`src/rtl/mul_dispatcher_if.sv`:
```
// mul_dispatcher_if: operand, multiplier and result signal bundle for mul_dispatcher
interface mul_dispatcher_if #(parameter int DEPTH = 4);
    logic                   in_valid, in_ready;
    logic [31:0]            in_a, in_b;
    logic                   mul_start, mul_end;
    logic [31:0]            mul_a, mul_b;
    logic [63:0]            mul_prod;
    logic                   out_valid, out_ready;
    logic [63:0]            out_prod;
    logic                   busy, timeout_err;
    logic [$clog2(DEPTH):0] level;
    modport slave (
        input  in_valid, in_a, in_b, mul_end, mul_prod, out_ready,
        output in_ready, mul_start, mul_a, mul_b, out_valid, out_prod, busy, timeout_err, level
    );
    modport master (
        output in_valid, in_a, in_b, mul_end, mul_prod, out_ready,
        input  in_ready, mul_start, mul_a, mul_b, out_valid, out_prod, busy, timeout_err, level
    );
endinterface

```
`src/rtl/mul_dispatcher.sv`:
```
// mul_dispatcher: queues operand pairs and feeds them one at a time to an external multiplier
module mul_dispatcher #(
    parameter int DEPTH   = 4,
    parameter int TIMEOUT = 255
) (
    input logic              clock,
    input logic              reset,
    mul_dispatcher_if.slave  disp_io
);
    localparam int AW = $clog2(DEPTH);
    localparam int CW = $clog2(TIMEOUT + 1);
    typedef enum logic [1:0] {IDLE, ISSUE, WAIT} state_t;
    state_t        state_q;
    logic [63:0]   fifo_q [DEPTH];
    logic [AW-1:0] wr_ptr_q, rd_ptr_q;
    logic [AW:0]   level_q, level_d;
    logic [CW-1:0] wait_cnt_q;
    logic          mul_end_q, mul_start_q, out_valid_q, timeout_err_q;
    logic [31:0]   mul_a_q, mul_b_q;
    logic [63:0]   out_prod_q;
    logic          push, pop, rise;
    // level reaches DEPTH exactly when its top bit is set
    assign disp_io.in_ready    = !level_q[AW];
    assign push                = disp_io.in_valid && !level_q[AW];
    assign pop                 = state_q == IDLE && level_q != '0 && !out_valid_q;
    assign rise                = disp_io.mul_end && !mul_end_q;
    assign level_d             = level_q + (AW+1)'(push) - (AW+1)'(pop);
    assign disp_io.mul_start   = mul_start_q;
    assign disp_io.mul_a       = mul_a_q;
    assign disp_io.mul_b       = mul_b_q;
    assign disp_io.out_valid   = out_valid_q;
    assign disp_io.out_prod    = out_prod_q;
    assign disp_io.busy        = state_q != IDLE;
    assign disp_io.timeout_err = timeout_err_q;
    assign disp_io.level       = level_q;
    always_ff @(posedge clock) begin
        if (reset) begin
            state_q       <= IDLE;
            wr_ptr_q      <= '0;
            rd_ptr_q      <= '0;
            level_q       <= '0;
            wait_cnt_q    <= '0;
            mul_end_q     <= 1'b0;
            mul_start_q   <= 1'b0;
            out_valid_q   <= 1'b0;
            timeout_err_q <= 1'b0;
            mul_a_q       <= '0;
            mul_b_q       <= '0;
            out_prod_q    <= '0;
        end else begin
            mul_end_q <= disp_io.mul_end;
            level_q   <= level_d;
            if (push) begin
                fifo_q[wr_ptr_q] <= {disp_io.in_a, disp_io.in_b};
                wr_ptr_q         <= wr_ptr_q + 1'b1;
            end
            if (out_valid_q && disp_io.out_ready) out_valid_q <= 1'b0;
            case (state_q)
                IDLE: if (pop) begin
                    {mul_a_q, mul_b_q} <= fifo_q[rd_ptr_q];
                    rd_ptr_q           <= rd_ptr_q + 1'b1;
                    mul_start_q        <= 1'b1;
                    state_q            <= ISSUE;
                end
                ISSUE: begin
                    mul_start_q <= 1'b0;
                    wait_cnt_q  <= '0;
                    state_q     <= WAIT;
                end
                WAIT: if (rise) begin
                    out_prod_q  <= disp_io.mul_prod;
                    out_valid_q <= 1'b1;
                    state_q     <= IDLE;
                end else if (wait_cnt_q == CW'(TIMEOUT - 1)) begin
                    timeout_err_q <= 1'b1;
                    state_q       <= IDLE;
                end else begin
                    wait_cnt_q <= wait_cnt_q + 1'b1;
                end
                default: state_q <= IDLE;
            endcase
        end
    end
endmodule
```
`src/flat_wrapper.sv`:
```
// flat-port wrapper written by rule: the top's interface ports become plain ports
module mul_dispatcher_flat 
#(
    parameter int DEPTH   = 4,
    parameter int TIMEOUT = 255
)
  (clock, reset, disp_io_in_valid, disp_io_in_a, disp_io_in_b, disp_io_mul_end, disp_io_mul_prod, disp_io_out_ready, disp_io_in_ready, disp_io_mul_start, disp_io_mul_a, disp_io_mul_b, disp_io_out_valid, disp_io_out_prod, disp_io_busy, disp_io_timeout_err, disp_io_level);
  mul_dispatcher_if #(.DEPTH(DEPTH)) disp_io_i ();
  input logic clock;
  input logic reset;
  input wire logic [$bits(disp_io_i.in_valid)-1:0] disp_io_in_valid;
  input wire logic [$bits(disp_io_i.in_a)-1:0] disp_io_in_a;
  input wire logic [$bits(disp_io_i.in_b)-1:0] disp_io_in_b;
  input wire logic [$bits(disp_io_i.mul_end)-1:0] disp_io_mul_end;
  input wire logic [$bits(disp_io_i.mul_prod)-1:0] disp_io_mul_prod;
  input wire logic [$bits(disp_io_i.out_ready)-1:0] disp_io_out_ready;
  output wire logic [$bits(disp_io_i.in_ready)-1:0] disp_io_in_ready;
  output wire logic [$bits(disp_io_i.mul_start)-1:0] disp_io_mul_start;
  output wire logic [$bits(disp_io_i.mul_a)-1:0] disp_io_mul_a;
  output wire logic [$bits(disp_io_i.mul_b)-1:0] disp_io_mul_b;
  output wire logic [$bits(disp_io_i.out_valid)-1:0] disp_io_out_valid;
  output wire logic [$bits(disp_io_i.out_prod)-1:0] disp_io_out_prod;
  output wire logic [$bits(disp_io_i.busy)-1:0] disp_io_busy;
  output wire logic [$bits(disp_io_i.timeout_err)-1:0] disp_io_timeout_err;
  output wire logic [$bits(disp_io_i.level)-1:0] disp_io_level;
  assign disp_io_i.in_valid = disp_io_in_valid;
  assign disp_io_i.in_a = disp_io_in_a;
  assign disp_io_i.in_b = disp_io_in_b;
  assign disp_io_i.mul_end = disp_io_mul_end;
  assign disp_io_i.mul_prod = disp_io_mul_prod;
  assign disp_io_i.out_ready = disp_io_out_ready;
  assign disp_io_in_ready = disp_io_i.in_ready;
  assign disp_io_mul_start = disp_io_i.mul_start;
  assign disp_io_mul_a = disp_io_i.mul_a;
  assign disp_io_mul_b = disp_io_i.mul_b;
  assign disp_io_out_valid = disp_io_i.out_valid;
  assign disp_io_out_prod = disp_io_i.out_prod;
  assign disp_io_busy = disp_io_i.busy;
  assign disp_io_timeout_err = disp_io_i.timeout_err;
  assign disp_io_level = disp_io_i.level;
  mul_dispatcher #(.DEPTH(DEPTH), .TIMEOUT(TIMEOUT)) u_core (.clock(clock), .reset(reset), .disp_io(disp_io_i));
endmodule
```
`config.mk`:
```
export PLATFORM = sky130hd
export DESIGN_NAME = mul_dispatcher_flat
export DESIGN_NICKNAME = d
export VERILOG_FILES = /design/src/rtl/mul_dispatcher_if.sv /design/src/rtl/mul_dispatcher.sv /design/src/flat_wrapper.sv
export SDC_FILE = /design/constraint.sdc
export NUM_CORES = 1
export LEC_CHECK = 0
export ABC_AREA = 1
export ABC_CLOCK_PERIOD_IN_PS = 14270
export CELL_PAD_IN_SITES_DETAIL_PLACEMENT = 1
export CELL_PAD_IN_SITES_GLOBAL_PLACEMENT = 1
export CORE_ASPECT_RATIO = 1.25
export CORE_MARGIN = 8
export CORE_UTILIZATION = 44
export DETAILED_ROUTE_END_ITERATION = 12
export PLACE_DENSITY = 0.88
export SLEW_MARGIN = 20
export SYNTH_ARGS = -nofsm -noshare
export SYNTH_HDL_FRONTEND = slang
export SYNTH_SLANG_ARGS = --single-unit
```
`constraint.sdc`:
```
create_clock -name clock -period 14.27 [get_ports clock]
set_clock_uncertainty 0.2 [all_clocks]
set_input_delay 2.854 -clock clock [delete_from_list [all_inputs] [get_ports clock]]
set_output_delay 2.854 -clock clock [all_outputs]
set_load 0.005 [all_outputs]
```
* Word-level counts from Yosys, hierarchy flattened
Memories as Yosys holds them, arrays and structs flattened. A register that Yosys moved wholly into a read port is not among the register bits.
Cells that the tools add are included.
** Operators by class
- Equal/unequal tests :: 7
- Muxes and demuxes :: 15
- Reductions and logical operators :: 19
- Add/sub/neg operators :: 5
- Bitwise operators :: 1
** Operators by type and width (count)
- 8-bit 2-to-1 mux :: 2
- 8-bit case mux with 2 select lines :: 1
- 8-bit by 1-bit adder with 8-bit output (second input constant) :: 1
- 8-bit == test (second input constant) :: 1
- 2-bit AND reduction :: 4
- 1-bit 2-to-1 mux :: 7
- 2-bit 2-to-1 mux :: 3
- 2-bit case mux with 3 select lines :: 1
- 3-bit AND reduction :: 2
- 2-bit nonzero test :: 3
- 1-bit logical AND :: 5
- 2-bit by 1-bit adder with 2-bit output (second input constant) :: 2
- 2-bit inequality test (second input constant) :: 2
- 3-bit by 1-bit adder with 3-bit output :: 1
- 1-bit logical NOT :: 3
- 3-bit by 1-bit inequality test with 1-bit output (second input constant) :: 1
- 3-bit nonzero test :: 1
- 3-bit by 1-bit subtractor with 3-bit output :: 1
- 2-bit by 1-bit == test with 1-bit output (second input constant) :: 1
- 2-bit == test (second input constant) :: 1
- 2-bit logical NOT :: 1
- 2-bit by 1-bit inequality test with 1-bit output (second input constant) :: 1
- 1-bit case mux with 2 select lines :: 1
- 1-bit NOT :: 1
** Word-level totals
- Memories :: 1
- Bits in writable memories :: 256
- Bits of input ports :: 133
- Logic and storage cells :: 58
- Bits in registers :: 85
- Output and inout bits :: 136
** Memory list
- u_core.fifo_q :: depth 4, bits a word 64, rd ports 1, clocked after Yosys merged registers in 1, write ports 1, line mul_dispatcher.sv:14 : logic [63:0] fifo_q [DEPTH];

* Longest topological paths before layout
Gate-level depths: netlist of the first run.
- Depth in word-level cells :: 5
- Mapped depth :: 13
- Mapped depth without buffers :: 12

* Worst setup path after synthesis of the first run
OpenSTA, ideal clock, no wires.
- Path type :: in2reg
- Start point :: in reset
- End point :: mem u_core.fifo_q[0][0] (enable)
- Data required time :: 13.584 ns
- Setup slack :: 7.610 ns
- Path buffers :: 2
- Stages on the path :: 5
- Arrival time :: 5.974 ns
- Library setup time :: 0.486 ns
- Path through :: clkbuf_1 > inv_1 > buf_2 > nand2_1 > nor2_1
** On the way
- Longest elaborated chain between the ends :: 2
** RTL lines
- start, declared :: line flat_wrapper.sv:10 : input logic reset;
- 1-bit 2-to-1 mux :: line mul_dispatcher.sv:37 : if (reset) begin
- 1-bit 2-to-1 mux (implied by the code) :: line mul_dispatcher.sv:54 : fifo_q[wr_ptr_q] <= {disp_io.in_a, disp_io.in_b};
- end, declared :: line mul_dispatcher.sv:14
Every way passes these cells.

* Worst setup path after layout of the first run
- Start point :: reg u_core.state_q[1]
- End point :: out disp_io_busy
** On the way
- Longest elaborated chain between the ends :: 1
** RTL lines
- start, declared :: line mul_dispatcher.sv:13 : state_t state_q;
- start signal, assigned :: line mul_dispatcher.sv:38 : state_q <= IDLE;
- start signal, assigned :: line mul_dispatcher.sv:63 : state_q <= ISSUE;
- start signal, assigned :: line mul_dispatcher.sv:68 : state_q <= WAIT;
- 2-bit nonzero test :: line mul_dispatcher.sv:33 : assign disp_io.busy = state_q != IDLE;
- end, declared :: line flat_wrapper.sv:23 : output wire logic [$bits(disp_io_i.busy)-1:0] disp_io_busy;
Every way passes these cells.

==> results.txt, run 1 <==
antenna violations before repair -> 3
Setup crit end kind -> output port
Crit Path Max Fanout -> 3
DRC Markers -> 0
Setup TNS Final -> 0 ps
CTS buffer count -> 40
Syn Nets -> 1,621
Rel. slew slack -> 32.3%
Period Utilization, post-route -> 34.6%
Initial DRT Pass Iterations -> 5
Post-CTS Resized -> 0
# fillers -> 3,705
Tot GR Track Use -> 22.1%
startpoint type of the worst setup path -> flop
commonest non-fill, non-tap cell in the layout -> nor2_1
status -> finished clean
placed cell count -> 2,136
Crit path required time -> 11,220 ps
number of synthesized flops with an enable pin -> 256
Primary FF master, synth -> edfxtp_1
DR vias -> 11,600
Post-Route WL -> 46,700 um
NumNets Final -> 1,855
CTS H-Tree Depth -> 2
Syn. warnings -> 0
CORE AREA -> 34,400 um^2
P per Cell Area -> 186 nW/um^2
grt total ovfl -> 0
fin cells -> 2,213
vias per cell -> 5.24
worst slew pin tran -> 1020 ps
most frequent cells in the layout -> nor2_1 (276), clkdlybuf4s50_1 (267), edfxtp_1 (256), nand2_1 (230), o21ai_0 (196)
multi-input logic area -> 3960 um^2
Clock Latency Late Sink -> 550 ps
max-cap viol count -> 0
vias in the first global route -> 12,800
Yosys reg bits -> 405
synthesized netlist cell count -> 1,476
critical path start-end classification -> reg -> out
post-route ant nets -> 0
Die ar. -> 41,200 um^2
# IOs -> 269
Clock Tree Root -> clkbuf_16
worst flop-to-flop path startpoint -> u_core.state_q[1]
RR Endpoint -> u_core.disp_io.level[2]
Row Count -> 76
hold crit path type -> reg -> reg
Storage cell area -> 10,700 um^2
effective utilization at floorplan -> 44.7%
CP Capture Point -> disp_io_busy
Final Critical Period -> 4940 ps
Area growth syn-to-layout -> 28.6%
IR drop worst, VDD -> 0.110 mV
layout cells sized above 1 -> 5.40%
clock sinks -> 405
Worst R2R Path Depth -> 12
first-pass GRT wire length -> 70,800 um
maximum number of pins on one net before global-route repair -> 104
Cell variety after synth -> 25
Die H -> 225 um
Wirelength per Cell -> 21.1 um
syn_area_per_cell -> 10.4 um^2
CTS tree -> done
Post-CTS Hold Fix Bufs -> 0
Final GP Congestion -> 0.790
hold path startpoint -> u_core.disp_io.out_prod[62]
final setup fails -> 0
Seq/Total Area, Yosys -> 69.4%
final hold violation count -> 0
total leakage power -> 0.00699 uW
hold path depth -> 2
initial DRC count -> 629
RSZ-0062 raised after global routing -> no
Worst Path Arrival -> 1890 ps
FMAX -> 202 MHz
CTS clock-pin slew for the worst setup and hold paths -> 60 ps
mapped cell area -> 15,400 um^2
fraction of registers with async set/reset -> 0%
clock buffer depth -> 3
Crit. Startpoint -> u_core.state_q[1]
Post-DP HPWL -> 28,500 um
Slew Limit Fails -> 0
Die X -> 183 um
FF-to-FF setup slack -> 11,170 ps
PortBufs -> 268
buffer count from post-CTS setup fixing -> 0
per-stage QoR:
stage	area [um^2]	total power (uW)	hold slack, ps	setup WS, ps	utilization (%)
6_report	19800	3670	244	9330	57.4
2_1_floorplan	15400	2080	240	7610	-
3_5_place_dp	18400	2570	236	8890	53.3
3_3_place_gp	18400	2500	231	8970	53.3
4_1_cts	19800	3720	247	9250	57.4
5_1_grt	19800	3860	269	9190	57.4
final cells by class:
type	count	share of cell area, %
clock buffer	58	6.03
tap	468	2.96
clock inverter	16	1.09
antenna	3	0.0380
multi-input combinational	886	20.0
timing repair buffer	279	14.0
sequential	405	54.0
inverter	98	1.87
flip-flops by register name, summed over array words and instances, names as in the netlist:
register and flops:
u_core.wait_cnt_q 8, u_core.disp_io.mul_a 32, u_core.state_q 2, u_core.disp_io.timeout_err 1, u_core.disp_io.mul_b 32, u_core.disp_io.out_valid 1
u_core.disp_io.mul_start 1, u_core.disp_io.out_prod 64, u_core.disp_io.level 3, u_core.rd_ptr_q 2, u_core.wr_ptr_q 2, u_core.fifo_q 256
u_core.mul_end_q 1
logic make-up after synthesis:
group | after synthesis | synth area share, %
buffers and inverters | 185 | 5.15
adders and majority gates | 12 | 1.03
xor gates and xnor gates | 1 | 0.0570
DFF | 405 | 69.4
AOI/OAI and AO/OA | 344 | 11.2
and+or+nand+nor | 529 | 13.2
where the power goes:
| group | leakage, uW | internal, uW | switching [uW] | total (uW) |
|---|---|---|---|---|
| registers | 0.00354 | 1410 | 97.5 | 1500 |
| logic | 0.00276 | 413 | 632 | 1050 |
| clock network | 0.000694 | 673 | 448 | 1120 |
worst max-delay path, cell delays in order (launching register included):
cell,delay (ps)
dfxtp_1,370
inv_1,100
ha_1,200
inv_1,150
clkdlybuf4s50_1,540
cell usage after synthesis (2+ instances only):
master    number  area (um^2)
a21oi_1      142          711
buf_1          9         33.8
buf_2         15         75.1
buf_4         17          128
buf_6          2         22.5
clkbuf_1      44          165
dfxtp_1      149         2980
edfxtp_1     256         7690
ha_1          11          138
inv_1         94          353
inv_2          4         15.0
nand2_1      230          863
nand2_2        2         12.5
nand3_1       11         55.1
nor2_1       280         1050
nor2_2         2         12.5
o21ai_0      196          981
o21ai_1        5         25.0
worst min path at each step:
stage and endpoint:
2_1_floorplan u_core.disp_io.out_prod[0], 3_3_place_gp u_core.disp_io.out_prod[37], 3_5_place_dp u_core.disp_io.out_prod[48], 4_1_cts u_core.disp_io.out_prod[0], 5_1_grt u_core.disp_io.out_prod[62], 6_report u_core.disp_io.out_prod[62]
layer usage:
| metal | wire length (um) | track usage (%) | vias up |
|---|---|---|---|
| li1 | - | - | 5383 |
| met1 | 17300 | 23.0 | 5727 |
| met2 | 24900 | 41.7 | 367 |
| met3 | 2390 | 4.18 | 113 |
| met4 | 2130 | 11.1 | 0 |
| met5 | 0 | 0 | - |
No activity file was read; power rests on OpenSTA's default activity.
==> run 2: changes to the inputs <==
- ABC_CLOCK_PERIOD_IN_PS: 14270 -> 4700
- CORE_UTILIZATION: 44 -> 41
- PLACE_DENSITY: 0.88 -> 0.83
- clock period: 14.27 -> 4.7 ns (I/O delays scaled with it)
==> results.txt, run 2 (synthesis gave the netlist of run 1 again) <==
status -> finished clean
CTS H-Tree Depth -> 2 (unchanged)
commonest non-fill, non-tap cell in the layout -> nor2_1
CORE AREA -> 37,100 um^2 (+7.7%)
Hold WS -> 245 ps (+0.869 ps)
DR vias -> 11,400 (-1.9%)
final hold violation count -> 0 (unchanged)
Crit. Startpoint -> u_core.state_q[0]
P per Cell Area -> 553 nW/um^2 (+200%)
Setup crit end kind -> flop
Crit Path Max Fanout -> 69 (+66)
Final Critical Period -> 3050 ps
clock sinks -> 405 (unchanged)
vias per cell -> 5.09 (-2.8%)
PortBufs -> 268 (unchanged)
Final Power -> 10,900 uW (+200%)
antenna violations before repair -> 1 (-2)
DRC Markers -> 0 (unchanged)
met2 wire length -> 22,800 um (-8.5%)
layout cells sized above 1 -> 5.21% (-0.18 points)
Post-CTS Resized -> 0 (unchanged)
Die ar. -> 44,000 um^2 (+6.7%)
IR drop worst, VDD -> 0.405 mV (+270%)
worst slew pin tran -> 943 ps (-72.6 ps)
first-pass GRT wire length -> 67,700 um (-4.4%)
FMAX -> 328 MHz
Wirelength per Cell -> 19.8 um (-6.0%)
# IOs -> 269 (unchanged)
Clock Latency Late Sink -> 550 ps (about the same)
grt total ovfl -> 0 (unchanged)
RSZ-0062 raised after global routing -> no
Area growth syn-to-layout -> 28.8%
startpoint type of the worst setup path -> flop
Post-DP HPWL -> 28,000 um (-1.7%)
vias in the first global route -> 12,100 (-5.0%)
initial DRC count -> 569 (-9.5%)
RR Endpoint -> u_core.disp_io.level[2]
hold path depth -> 2 (unchanged)
NumNets Final -> 1,859 (+0.22%)
post-layout util -> 53.4% (-4.0 points)
Tot GR Track Use -> 19.5% (-2.6 points)
Clock Tree Root -> clkbuf_16
most frequent cells in the layout -> nor2_1 (276), clkdlybuf4s50_1 (267), edfxtp_1 (256), nand2_1 (230), o21ai_0 (196)
max-cap viol count -> 0 (unchanged)
total leakage power -> 0.00698 uW (-0.15%)
Rel. slew slack -> 37.1% (+4.8 points)
clock buffer depth -> 3 (unchanged)
buffer count from post-CTS setup fixing -> 0 (unchanged)
worst flop-to-flop path startpoint -> u_core.state_q[0]
CTS buffer count -> 40 (unchanged)
CTS tree -> done
Row Count -> 79 (+3.9%)
Period Utilization, post-route -> 64.9%
Post-CTS Hold Fix Bufs -> 0 (unchanged)
Worst Path Arrival -> 3310 ps (+1420 ps)
CTS clock-pin slew for the worst setup and hold paths -> 60 ps (about the same)
Die X -> 189 um (+3.3%)
Die H -> 232 um (+3.3%)
Top reg by flops -> u_core.fifo_q
maximum number of pins on one net before global-route repair -> 80 (-23%)
Post-Route WL -> 44,300 um (-5.1%)
met1 WL -> 17,600 um (+1.9%)
Crit path required time -> 4950 ps (-6270 ps)
post-route ant nets -> 0 (unchanged)
Slew Limit Fails -> 0 (unchanged)
DR top layer -> met4
final setup fails -> 0 (unchanged)
FF-to-FF setup slack -> 1650 ps (-9520 ps)
Worst R2R Path Depth -> 12 (unchanged)
Final GP Congestion -> 0.762 (-3.5%)
effective utilization at floorplan -> 41.5% (-3.2 points)
met3 WL -> 2390 um (about the same)
critical path start-end classification -> reg -> reg
hold crit path type -> reg -> reg
Largest register FFs -> 256 (unchanged)
placed cell count -> 2,158 (+1.0%)
fin cells -> 2,233 (+0.90%)
Setup TNS Final -> 0 ps (unchanged)
Initial DRT Pass Iterations -> 4 (-1)
CP Capture Point -> u_core.disp_io.level[2]
## run 2: cell count changes in the layout (fill, tap and decap cells not counted), sizes merged
cell / change
inv: -1
diode: -2
buf: +4
clkinvlp: +1
bufinv: -1
clkbuf: -5
clkinv: +6
## run 2: stage by stage
stage	cell area (um^2)	setup slack, ps
2_1_floorplan	15400	-46.0
3_3_place_gp	18500	1340
3_5_place_dp	18500	1270
4_1_cts	19800	1600
5_1_grt	19800	1400
6_report	19800	1650
## run 2: worst min path at each step
stage	from	endpoint	slack (ps)
after floorplan	u_core.disp_io.out_prod[0]	u_core.disp_io.out_prod[0]	240
after global placement	u_core.disp_io.out_prod[8]	u_core.disp_io.out_prod[8]	230
after detailed placement	u_core.disp_io.out_prod[47]	u_core.disp_io.out_prod[47]	240
after CTS	u_core.disp_io.out_prod[47]	u_core.disp_io.out_prod[47]	250
after global routing	u_core.disp_io.out_prod[62]	u_core.disp_io.out_prod[62]	260
final	u_core.disp_io.out_prod[47]	u_core.disp_io.out_prod[47]	240
## run 2: final cells by class
class                      count  area [um^2]
clock inverter                21          214
timing repair buffer         283         2860
multi-input combinational    886         3960
sequential                   405        10700
inverter                      98          369
antenna                        1         2.50
tap                          486          608
fill                        3944        17300
clock buffer                  53         1110
## run 2: per-layer routing
metal / track usage, % / vias to the layer above
li1: - / 5403
met1: 22.4 / 5559
met2: 35.7 / 319
met3: 3.15 / 89
met4: 7.71 / 0
met5: 0 / -
## run 2: worst max-delay path: stages (launching register included)
cell     delay, ps
dfxtp_1        360
inv_1           90
ha_1           210
inv_1           80
nor2_2          60
nand2_4        620
inv_2           80
nand2_1        130
o21ai_0        100
ha_1           200
fa_1           390
or2_2          310
a21oi_1        120
## run 2: where the power goes
group          leakage, uW  switching, uW  internal, uW
logic              0.00280           1850          1270
registers          0.00354            310          4270
clock network     0.000645           1360          1890
